<file path="config.mk">
export PLATFORM = sky130hd
export DESIGN_NAME = ahb_lite_master
export DESIGN_NICKNAME = d
export VERILOG_FILES = /design/src/rtl/ahb_lite_master.sv
export SDC_FILE = /design/constraint.sdc
export NUM_CORES = 1
export LEC_CHECK = 0
export ABC_AREA = 1
export BUFFER_PORTS_ARGS = -buffer_cell sky130_fd_sc_hd__buf_4
export CORE_ASPECT_RATIO = 1.1
export CORE_UTILIZATION = 25
export CTS_CLUSTER_SIZE = 10
export DETAILED_ROUTE_END_ITERATION = 6
export GPL_TIMING_DRIVEN = 0
export PLACE_DENSITY = 0.49
export SLEW_MARGIN = 15
export SYNTH_ARGS = -nofsm -noshare
export SYNTH_HDL_FRONTEND = slang
export SYNTH_SLANG_ARGS = --single-unit
</file>
<file path="constraint.sdc">
create_clock -name HCLK -period 1.2 [get_ports HCLK]
set_input_delay 0.12 -clock HCLK [delete_from_list [all_inputs] [get_ports HCLK]]
set_output_delay 0.12 -clock HCLK [all_outputs]
set_load 0.005 [all_outputs]
</file>
<file path="src/rtl/ahb_lite_master.sv">
// AHB-Lite initiator: converts single read/write commands into pipelined SINGLE
// transfers (address stage A, data stage D) and returns in-order responses.
module ahb_lite_master #(
    parameter int          ADDR_WIDTH = 32,
    parameter int          DATA_WIDTH = 32,
    parameter logic [3:0]  HPROT_VAL  = 4'b0011
) (
    input  logic                  HCLK,
    input  logic                  HRESETn,
    input  logic                  cmd_valid,
    output logic                  cmd_ready,
    input  logic                  cmd_write,
    input  logic [ADDR_WIDTH-1:0] cmd_addr,
    input  logic [2:0]            cmd_size,
    input  logic [DATA_WIDTH-1:0] cmd_wdata,
    output logic                  rsp_valid,
    output logic [DATA_WIDTH-1:0] rsp_rdata,
    output logic                  rsp_error,
    output logic [ADDR_WIDTH-1:0] HADDR,
    output logic [1:0]            HTRANS,
    output logic                  HWRITE,
    output logic [2:0]            HSIZE,
    output logic [2:0]            HBURST,
    output logic [3:0]            HPROT,
    output logic [DATA_WIDTH-1:0] HWDATA,
    input  logic [DATA_WIDTH-1:0] HRDATA,
    input  logic                  HREADY,
    input  logic                  HRESP
);

    logic                  a_valid_reg;
    logic [ADDR_WIDTH-1:0] a_addr_reg;
    logic                  a_write_reg;
    logic [2:0]            a_size_reg;
    logic [DATA_WIDTH-1:0] a_wdata_reg;
    logic                  d_valid_reg;
    logic                  d_write_reg;
    logic [DATA_WIDTH-1:0] hwdata_reg;
    logic                  replay_pend_reg;
    logic                  err_cancel_reg;
    logic                  rsp_valid_reg;
    logic [DATA_WIDTH-1:0] rsp_rdata_reg;
    logic                  rsp_error_reg;

    logic cmd_accept;
    logic err_cancel_start;

    assign cmd_ready  = HREADY && !replay_pend_reg && !err_cancel_reg;
    assign cmd_accept = cmd_valid && cmd_ready;

    // First cycle of a two-cycle ERROR while another transfer sits in address phase
    assign err_cancel_start = !HREADY && HRESP && d_valid_reg && a_valid_reg && !err_cancel_reg;

    always_ff @(posedge HCLK or negedge HRESETn) begin
        if (!HRESETn) begin
            a_valid_reg     <= 1'b0;
            a_addr_reg      <= '0;
            a_write_reg     <= 1'b0;
            a_size_reg      <= 3'b010;
            a_wdata_reg     <= '0;
            d_valid_reg     <= 1'b0;
            d_write_reg     <= 1'b0;
            hwdata_reg      <= '0;
            replay_pend_reg <= 1'b0;
            err_cancel_reg  <= 1'b0;
            rsp_valid_reg   <= 1'b0;
            rsp_rdata_reg   <= '0;
            rsp_error_reg   <= 1'b0;
        end else if (HREADY) begin
            rsp_valid_reg <= d_valid_reg;
            if (d_valid_reg) begin
                rsp_rdata_reg <= d_write_reg ? '0 : HRDATA;
                rsp_error_reg <= HRESP;
            end
            d_valid_reg    <= a_valid_reg;
            d_write_reg    <= a_write_reg;
            hwdata_reg     <= a_wdata_reg;
            err_cancel_reg <= 1'b0;
            // The cancelled transfer kept its fields in A; it goes out again once the error has closed
            if (replay_pend_reg && !err_cancel_reg) begin
                a_valid_reg     <= 1'b1;
                replay_pend_reg <= 1'b0;
            end else if (cmd_accept) begin
                a_valid_reg <= 1'b1;
                a_addr_reg  <= cmd_addr;
                a_write_reg <= cmd_write;
                a_size_reg  <= cmd_size;
                a_wdata_reg <= cmd_wdata;
            end else begin
                a_valid_reg <= 1'b0;
            end
        end else begin
            rsp_valid_reg <= 1'b0;
            if (err_cancel_start) begin
                a_valid_reg     <= 1'b0;
                replay_pend_reg <= 1'b1;
                err_cancel_reg  <= 1'b1;
            end
        end
    end

    assign HADDR     = a_addr_reg;
    assign HTRANS    = {a_valid_reg, 1'b0};
    assign HWRITE    = a_write_reg;
    assign HSIZE     = a_size_reg;
    assign HBURST    = 3'b000;
    assign HPROT     = HPROT_VAL;
    assign HWDATA    = hwdata_reg;
    assign rsp_valid = rsp_valid_reg;
    assign rsp_rdata = rsp_rdata_reg;
    assign rsp_error = rsp_error_reg;

endmodule

</file>
== Yosys cells after proc, flatten, opt, wreduce, memory -nomap -nowiden ==
Cells that the tools add are included.
Cells by class
  eq/ne operators: 1
  bitwise logic cells: 1
  multiplexer cells: 10
  reduce and logical (&&, ||, !) cells: 15
Operators by type and width (number)
  $mux 32: 1
  $mux 1: 9
  $logic_and 1x1->1: 8
  $reduce_and 2->1: 2
  $logic_not 1->1: 3
  $reduce_and 3->1: 1
  $ne 2x1->1 const B: 1
  $reduce_bool 2->1: 1
  $not 1->1: 1
Word-level totals
  bits in registers: 139
  bits of input ports: 105
  word-level logic and storage cells: 40
  output and inout port bits: 112

== Longest topological paths before layout ==
Gate-level depths: netlist (run 1).
  depth after elaboration: 7
  gate-level depth with buffers: 6
  depth with buffers taken out: 4

== Least setup slack after synthesis (run 1) ==
No wires, ideal clock.
  path type: flip-flop to flip-flop
  start point: reg replay_pend_reg
  end point: reg a_addr_reg[0] (netlist: HADDR[0])
  library setup time: 0.117 ns
  data arrival time: 0.989 ns
  data required time: 1.083 ns
  stages on the path, launching flop included: 7
  setup slack: 0.094 ns
  clock period less this slack: 1.106 ns
  cells stage by stage: dfrtp_1 -> inv_2 -> nand4_4 -> buf_4 -> buf_6 -> nand2_1 -> nand2_1
On the way
  longest elaborated chain between the ends: 5
  elaborated cells between the ends (all ways): 7
  classes of those cells: bitwise: 1; reduce/logical: 6
Ends and longest elaborated chain
  start, declared: RTL line 39  | logic replay_pend_reg;
  start signal, assigned: RTL line 64  | replay_pend_reg <= 1'b0;
  start signal, assigned: RTL line 82  | replay_pend_reg <= 1'b0;
  start signal, assigned: RTL line 96  | replay_pend_reg <= 1'b1;
  $logic_not 1->1: RTL line 48  | assign cmd_ready = HREADY && !replay_pend_reg && !err_cancel_reg;
  $logic_and 1x1->1 (2 in series): RTL line 48
  $logic_and 1x1->1: RTL line 49  | assign cmd_accept = cmd_valid && cmd_ready;
  $reduce_and 3->1 (no source line) (*)
  end signal, assigned: RTL line 85  | a_addr_reg <= cmd_addr;
  end, declared: RTL line 32  | logic [ADDR_WIDTH-1:0] a_addr_reg;
Mark *: on every way between the ends. The rest lies on a longest branch, timed or not.
A chain may end at the register's enable or synchronous reset.

== Final worst setup path (run 1) ==
  start point: reg replay_pend_reg
  end point: out cmd_ready
On the way
  longest elaborated chain between the ends: 3
Ends and longest elaborated chain
  $logic_not 1->1: RTL line 48
  $logic_and 1x1->1 (2 in series): RTL line 48
  end, declared: RTL line 11  | output logic cmd_ready,
No other way between the ends.

==> results of run 1 <==
[final timing paths]
| check | depth (start not counted) | from | to |
|---|---|---|---|
| max | 2 | replay_pend_reg | cmd_ready |
| min reg2reg | 2 | HWDATA[12] | HWDATA[12] |
| min in group asynchronous | 2 | HRESETn | rsp_rdata[24] |
| min | 4 | HREADY | HWDATA[0] |
| max reg2reg | 6 | replay_pend_reg | a_wdata_reg[22] |
| max in group asynchronous | 3 | HRESETn | replay_pend_reg |
[layout make-up]
class                           count  share of cell area, %
Clock inverter                     11                   1.21
Buffer                             50                   4.12
Sequential cell                   139                   35.4
Tap cell                          295                   3.75
Timing Repair Buffer              329                   29.6
Clock buffer                       21                   4.68
Inverter                            6                  0.254
Multi-Input combinational cell    425                   21.1
[cell usage in the layout (no fill, tap or decap), types with 5 or more instances in the layout]
| master | count |
|---|---|
| nand2_1 | 237 |
| buf_4 | 226 |
| dfrtp_1 | 136 |
| dlygate4sd3_1 | 102 |
| nand4_1 | 68 |
| nand2_2 | 57 |
| o21ai_0 | 37 |
| clkbuf_16 | 21 |
| nand2_4 | 11 |
| buf_6 | 11 |
| clkbuf_1 | 11 |
| buf_8 | 8 |
| conb_1 | 8 |
| buf_12 | 5 |
| clkinv_2 | 5 |
[stage by stage]
| stage | cell area, um^2 | setup TNS, ns |
|---|---|---|
| final | 9850 | -0.623 |
| after global routing | 9850 | -3.44 |
| after CTS | 9380 | -0.136 |
| after detailed placement | 7600 | -11.27 |
| after global placement | 7560 | -107.72 |
| after floorplan | 5640 | 0 |
[metal layers]
layer  vias to the layer above  wire (um)  track usage (%)
met5                         -          0                0
met4                         0        221             4.40
met3                        16       1190             4.96
met2                       163       8690             26.7
met1                      2486       8030             19.7
li1                       2699          -                -
[worst register-to-register path, cell delays in order (launching register included)]
cell,delay (ns)
dfrtp_2,0.43
inv_4,0.10
nand4_4,0.15
buf_12,0.19
clkbuf_16,0.17
nand2_4,0.05
nand2_1,0.04
[power by group through the flow]
stage	clock network, W	logic [W]	registers (W)
global route	0.00557	0.00776	0.00812
global placement	0	0.00573	0.00767
floorplan	0	0.00229	0.00767
CTS	0.00537	0.00632	0.00765
finish	0.00519	0.00693	0.00785
detailed placement	0	0.00578	0.00768
[synth_stat cells]
| library cell | count |
|---|---|
| nand2_1 | 305 |
| inv_2 | 3 |
| buf_1 | 2 |
| dfstp_2 | 1 |
| dfrtp_1 | 138 |
| buf_4 | 13 |
| nand4_4 | 1 |
| conb_1 | 2 |
| nor2_4 | 1 |
| nand4_1 | 68 |
| nand3b_1 | 1 |
| clkbuf_1 | 20 |
| nor2_1 | 2 |
| buf_2 | 18 |
| nor3_1 | 1 |
| buf_6 | 2 |
| o21ai_0 | 38 |
| inv_1 | 3 |
[cell families (layout without fill, tap and decap cells)]
| logic type | count (synthesis) | after routing | share of synthesized area, % |
|---|---|---|---|
| AOI/OAI and AO/OA | 38 | 38 | 3.39 |
| DFF | 139 | 139 | 62.0 |
| buffers and inverters | 61 | 417 | 5.61 |
| other | 2 | 8 | 0.134 |
| and+or+nand+nor | 379 | 379 | 28.9 |
[timing repair]
| action | CTS | global route |
|---|---|---|
| hold endpoints to repair | 164 | 0 |
| pin swaps | 3 | 1 |
| setup endpoints to repair | 104 | 102 |
| hold buffers | 102 | 0 |
| cloned | 1 | 4 |
| gates resized for setup | 27 | 128 |
| setup buffers | 11 | 3 |
==> metrics.md, run 1 <==
| Metric | Value |
|---|---|
| Status | `finished, violations left` |
| Failing checks | `negative setup slack` |
| Slew Limit Fails | `0` |
| Cells after Synth | `619` |
| Yosys reg bits | `139` |
| CTS buffer count | `17` |
| Switching Fraction | `31.9%` |
| Final Non-Filler Cells | `1276` |
| # DRC | `0` |
| Total gr overflow | `0` |
| Unrepaired setup endpoints after global routing | `yes` |
| Via/cell ratio | `4.20` |
| Chip height | `159 um` |
| Internal | `0.0136 W` |
| Synth top area cells | `dfrtp_1 (61%), nand2_1 (20%), nand4_1 (7.6%), o21ai_0 (3.4%), buf_4 (1.7%)` |
| Final #Nets | `1073` |
| CTS tree | `yes` |
| Mapped Avg Cell Area | `9.07 um^2` |
| Lkg Pwr | `5.06 nW` |
| Total power | `0.0200 W` |
| CP Data Arrival Time | `1.17 ns` |
| DR vias | `5364` |
| DR pass1 iterations | `4` |
| Seq. cell area | `3480 um^2` |
| Worst Hold Margin | `0.0640 ns` |
| Util after Layout | `44.7%` |
| Worst-Skew Late Latency | `0.41 ns` |
| Sequential area share after synthesis | `62.0%` |
| Number of global-route vias before repair | `5472` |
| CP top delay family | `flip-flops` |
| Final setup margin | `-0.0866 ns` |
| Synth warn | `0` |
| Flop-to-flop setup slack | `-0.04 ns` |
| Antenna Cells | `0` |
| Peak supply drop | `914 uV` |
| Slowest cell delay on critical path | `0.43 ns` |
| Post-DRT Antenna Nets | `0` |
| Min Tclk post-route | `1.29 ns` |
| Crit end category | `output pin` |
| Fraction of layout cells with a size suffix above 1 | `38.1%` |
| Pin count of the biggest net entering global routing | `77` |
| Pwr/cell area | `2030 nW/um^2` |
| Comb pwr share | `34.7%` |
| Core footprint | `22000 um^2` |
| CTS max path bufs | `2` |
| First-pass GRT wire length | `28400 um` |
| Reg power frac | `39.3%` |
| Post-Synthesis Cell Area | `5620 um^2` |
| Initial Util | `25.5%` |
| CTS root buf | `clkbuf_16` |
| Worst setup SP type | `flip-flop` |
| Clock power share | `26.0%` |
| Cell Rows | `57` |
| Peak Freq | `777 MHz` |
| Critical Path RT | `1.08 ns` |
| Fillers | `2160` |
| Synth area leader | `dfrtp_1` |
| CP max FO | `3` |
| Drt wl/cell | `14.2 um` |
| Area delta synth->final | `75.3%` |
| Area of the multi-input gates | `2070 um^2` |
| DIE AREA | `23100 um^2` |
| CP bufs+invs | `1` |
| Clock transition at path regs | `0.06 ns` |
| Post-DP HPWL | `11900 um` |
| Initial antenna violation count | `0` |
| Routability Congestion | `0.708` |
| Final setup viols | `35` |
| Relative slew slack | `65.5%` |
| Critical-path cell list | `nor3_2 -> buf_4` |
| Clock net sink count | `139` |
| Post-route clock skew | `0.0108 ns` |
| Post-synthesis cell type count | `18` |
| Crit path kind | `reg -> out` |
| CP max-delay cell | `dfrtp_2` |
| Post-Place Cells | `1128` |
| Type of the most critical hold path | `in -> reg` |
| CTS H-tree lvls | `4` |
| Setup WS pre-CTS | `-0.263 ns` |
| Final hold vios | `0` |
| Worst slew pin tran | `0.517 ns` |
| # port buffers | `207` |
| WL final | `18100 um` |
| Period utilization | `107%` |
| Die Wd | `145 um` |
| Switching power | `0.00636 W` |
| Max Cap Viol | `0` |
| Initial drt markers | `177` |
| Total Routing Usage GR | `16.0%` |
| Num ports | `217` |
| Top cell type's share of synthesized area | `61.5%` |
Note: power is estimated with default switching activity, not from simulation.
==> run 2, diff against run 1 <==
Settings changed: CORE_UTILIZATION 25 to 44, PLACE_DENSITY 0.49 to 0.77.
==> metrics.md, run 2 (same netlist as run 1, synthesis figures left out) <==
| Metric | Value |
|---|---|
| WL final | `17600 um` |
| Chip height | `120 um` |
| Routability Congestion | `0.792` |
| Most frequent cells in the layout | `nand2_1 (289), buf_4 (229), dfrtp_1 (136)` |
| Post-DRT Antenna Nets | `0` |
| CTS H-tree lvls | `4` |
| Final #Nets | `1064` |
| Post-DP HPWL | `10500 um` |
| Critical Path RT | `1.08 ns` |
| Final hold vios | `0` |
| Num ports | `217` |
| Reg2reg path depth | `6` |
| Type of the most critical hold path | `in -> reg` |
| Total Routing Usage GR | `27.6%` |
| Worst hold path cell count | `3` |
| Unrepaired setup endpoints after global routing | `yes` |
| DR vias | `5711` |
| Clock power share | `27.1%` |
| Peak Freq | `761 MHz` |
| First-pass GRT wire length | `27700 um` |
| Final setup margin | `-0.114 ns` |
| Comb pwr share | `32.7%` |
| Min Tclk post-route | `1.31 ns` |
| Number of global-route vias before repair | `5671` |
| Setup TNS | `-1.56 ns` |
| Via/cell ratio | `5.07` |
| Switching Fraction | `31.3%` |
| CP top delay family | `flip-flops` |
| Status | `finished, violations left` |
| Relative slew slack | `64.5%` |
| Critical-path cell list | `nor3_2 -> buf_4` |
| CTS max path bufs | `2` |
| Max Cap Viol | `0` |
| CP max-delay cell | `dfrtp_2` |
| Worst-Skew Late Latency | `0.41 ns` |
| Initial Util | `45.9%` |
| Period utilization | `109%` |
| Total power | `0.0193 W` |
| Worst slew pin tran | `0.533 ns` |
| Total gr overflow | `0` |
| Commonest non-fill, non-tap cell in the layout | `nand2_1` |
| Internal | `0.0133 W` |
| Die Wd | `110 um` |
| Pin count of the biggest net entering global routing | `87` |
| Peak supply drop | `1320 uV` |
| Slew Limit Fails | `0` |
| Initial drt markers | `499` |
| Clock transition at path regs | `0.06 ns` |
| Reg power frac | `40.2%` |
| Area delta synth->final | `64.5%` |
| Drt wl/cell | `15.7 um` |
| Crit. path cell count | `2` |
| CTS root buf | `clkbuf_16` |
| DR pass1 iterations | `5` |
| Core footprint | `12200 um^2` |
| # DRC | `0` |
| Pwr/cell area | `2100 nW/um^2` |
| Antenna Cells | `0` |
| Failing checks | `negative setup slack` |
| Switching power | `0.00606 W` |
| Post-route clock skew | `0.00368 ns` |
| DIE AREA | `13200 um^2` |
| Final Non-Filler Cells | `1126` |
| Crit path kind | `reg -> out` |
| CP max FO | `4` |
| Worst setup SP type | `flip-flop` |
| CP Data Arrival Time | `1.19 ns` |
| CP bufs+invs | `1` |
| Fraction of layout cells with a size suffix above 1 | `32.2%` |
| Crit end category | `output pin` |
| CTS buffer count | `17` |
| Post-Place Cells | `987` |
| Clock net sink count | `139` |
| CTS tree | `yes` |
| # port buffers | `207` |
| Cell Rows | `42` |
| Lkg Pwr | `4.91 nW` |
| Initial antenna violation count | `0` |
| Final setup viols | `28` |
| Slowest cell delay on critical path | `0.44 ns` |
## run 2: cell count changes in the layout (fill, tap and decap cells not counted), sizes merged
cell,delta
dlygate4sd3,-1
buf,-9
clkinvlp,-1
inv,-1
clkbuf,+5
clkinv,-2
## run 2: repair_timing
action	4_1_cts	5_1_grt
endpoints found under the hold margin	153	0
endpoints found under the setup margin	90	104
buffers inserted	5	2
pin swaps	0	6
hold buffers	101	0
gates cloned	2	0
gates resized for setup	38	35
## run 2: layout make-up
type	count	area, um^2
Clock inverter	7	85.1
Inverter	6	25.0
Sequential cell	139	3480
Tap cell	154	193
Multi-Input combinational cell	425	1890
Fill cell	840	3010
Timing Repair Buffer	318	2690
Clock buffer	25	515
Buffer	52	355
## run 2: routing by layer
metal	share of wire (%)	GRT usage [%]
met1	39	32.5
met2	50	46.9
met3	8.3	7.87
met4	2.8	11.5
met5	0	0
## run 2: power by group through the flow
stage | sequential [W] | clock (W) | combinational (W)
after floorplan | 0.00767 | 0 | 0.00229
after global placement | 0.00766 | 0 | 0.00549
after detailed placement | 0.00771 | 0 | 0.00563
after CTS | 0.00774 | 0.00532 | 0.00611
after global routing | 0.00799 | 0.00553 | 0.00704
final | 0.00778 | 0.00524 | 0.00633
## run 2: stage by stage
stage,utilization [%],hold slack [ns],instance area (um^2),worst slack [ns]
global placement,60.3,0.344,7380,-0.563
global route,75.4,0.0442,9240,-0.159
CTS,75.0,0.00469,9180,-0.143
floorplan,-,-0.176,5640,0.0940
detailed placement,60.6,0.0649,7420,-0.140
finish,75.4,0.0752,9240,-0.114
## run 2: worst min-delay path: cells and delay by family
kind            cells  cell delay (ns)
buf+inv             1             0.12
compound gates      1             0.11
simple gates        1             0.07
## run 2: final timing paths
check	endpoint	slack (ns)	startpoint
max	cmd_ready	-0.11	replay_pend_reg
min	rsp_rdata[8]	0.08	HRDATA[8]
max reg2reg	HADDR[13]	-0.08	replay_pend_reg
min reg2reg	a_wdata_reg[15]	0.47	a_wdata_reg[15]
max in group asynchronous	HSIZE[1]	0.18	HRESETn
min in group asynchronous	rsp_rdata[25]	0.23	HRESETn
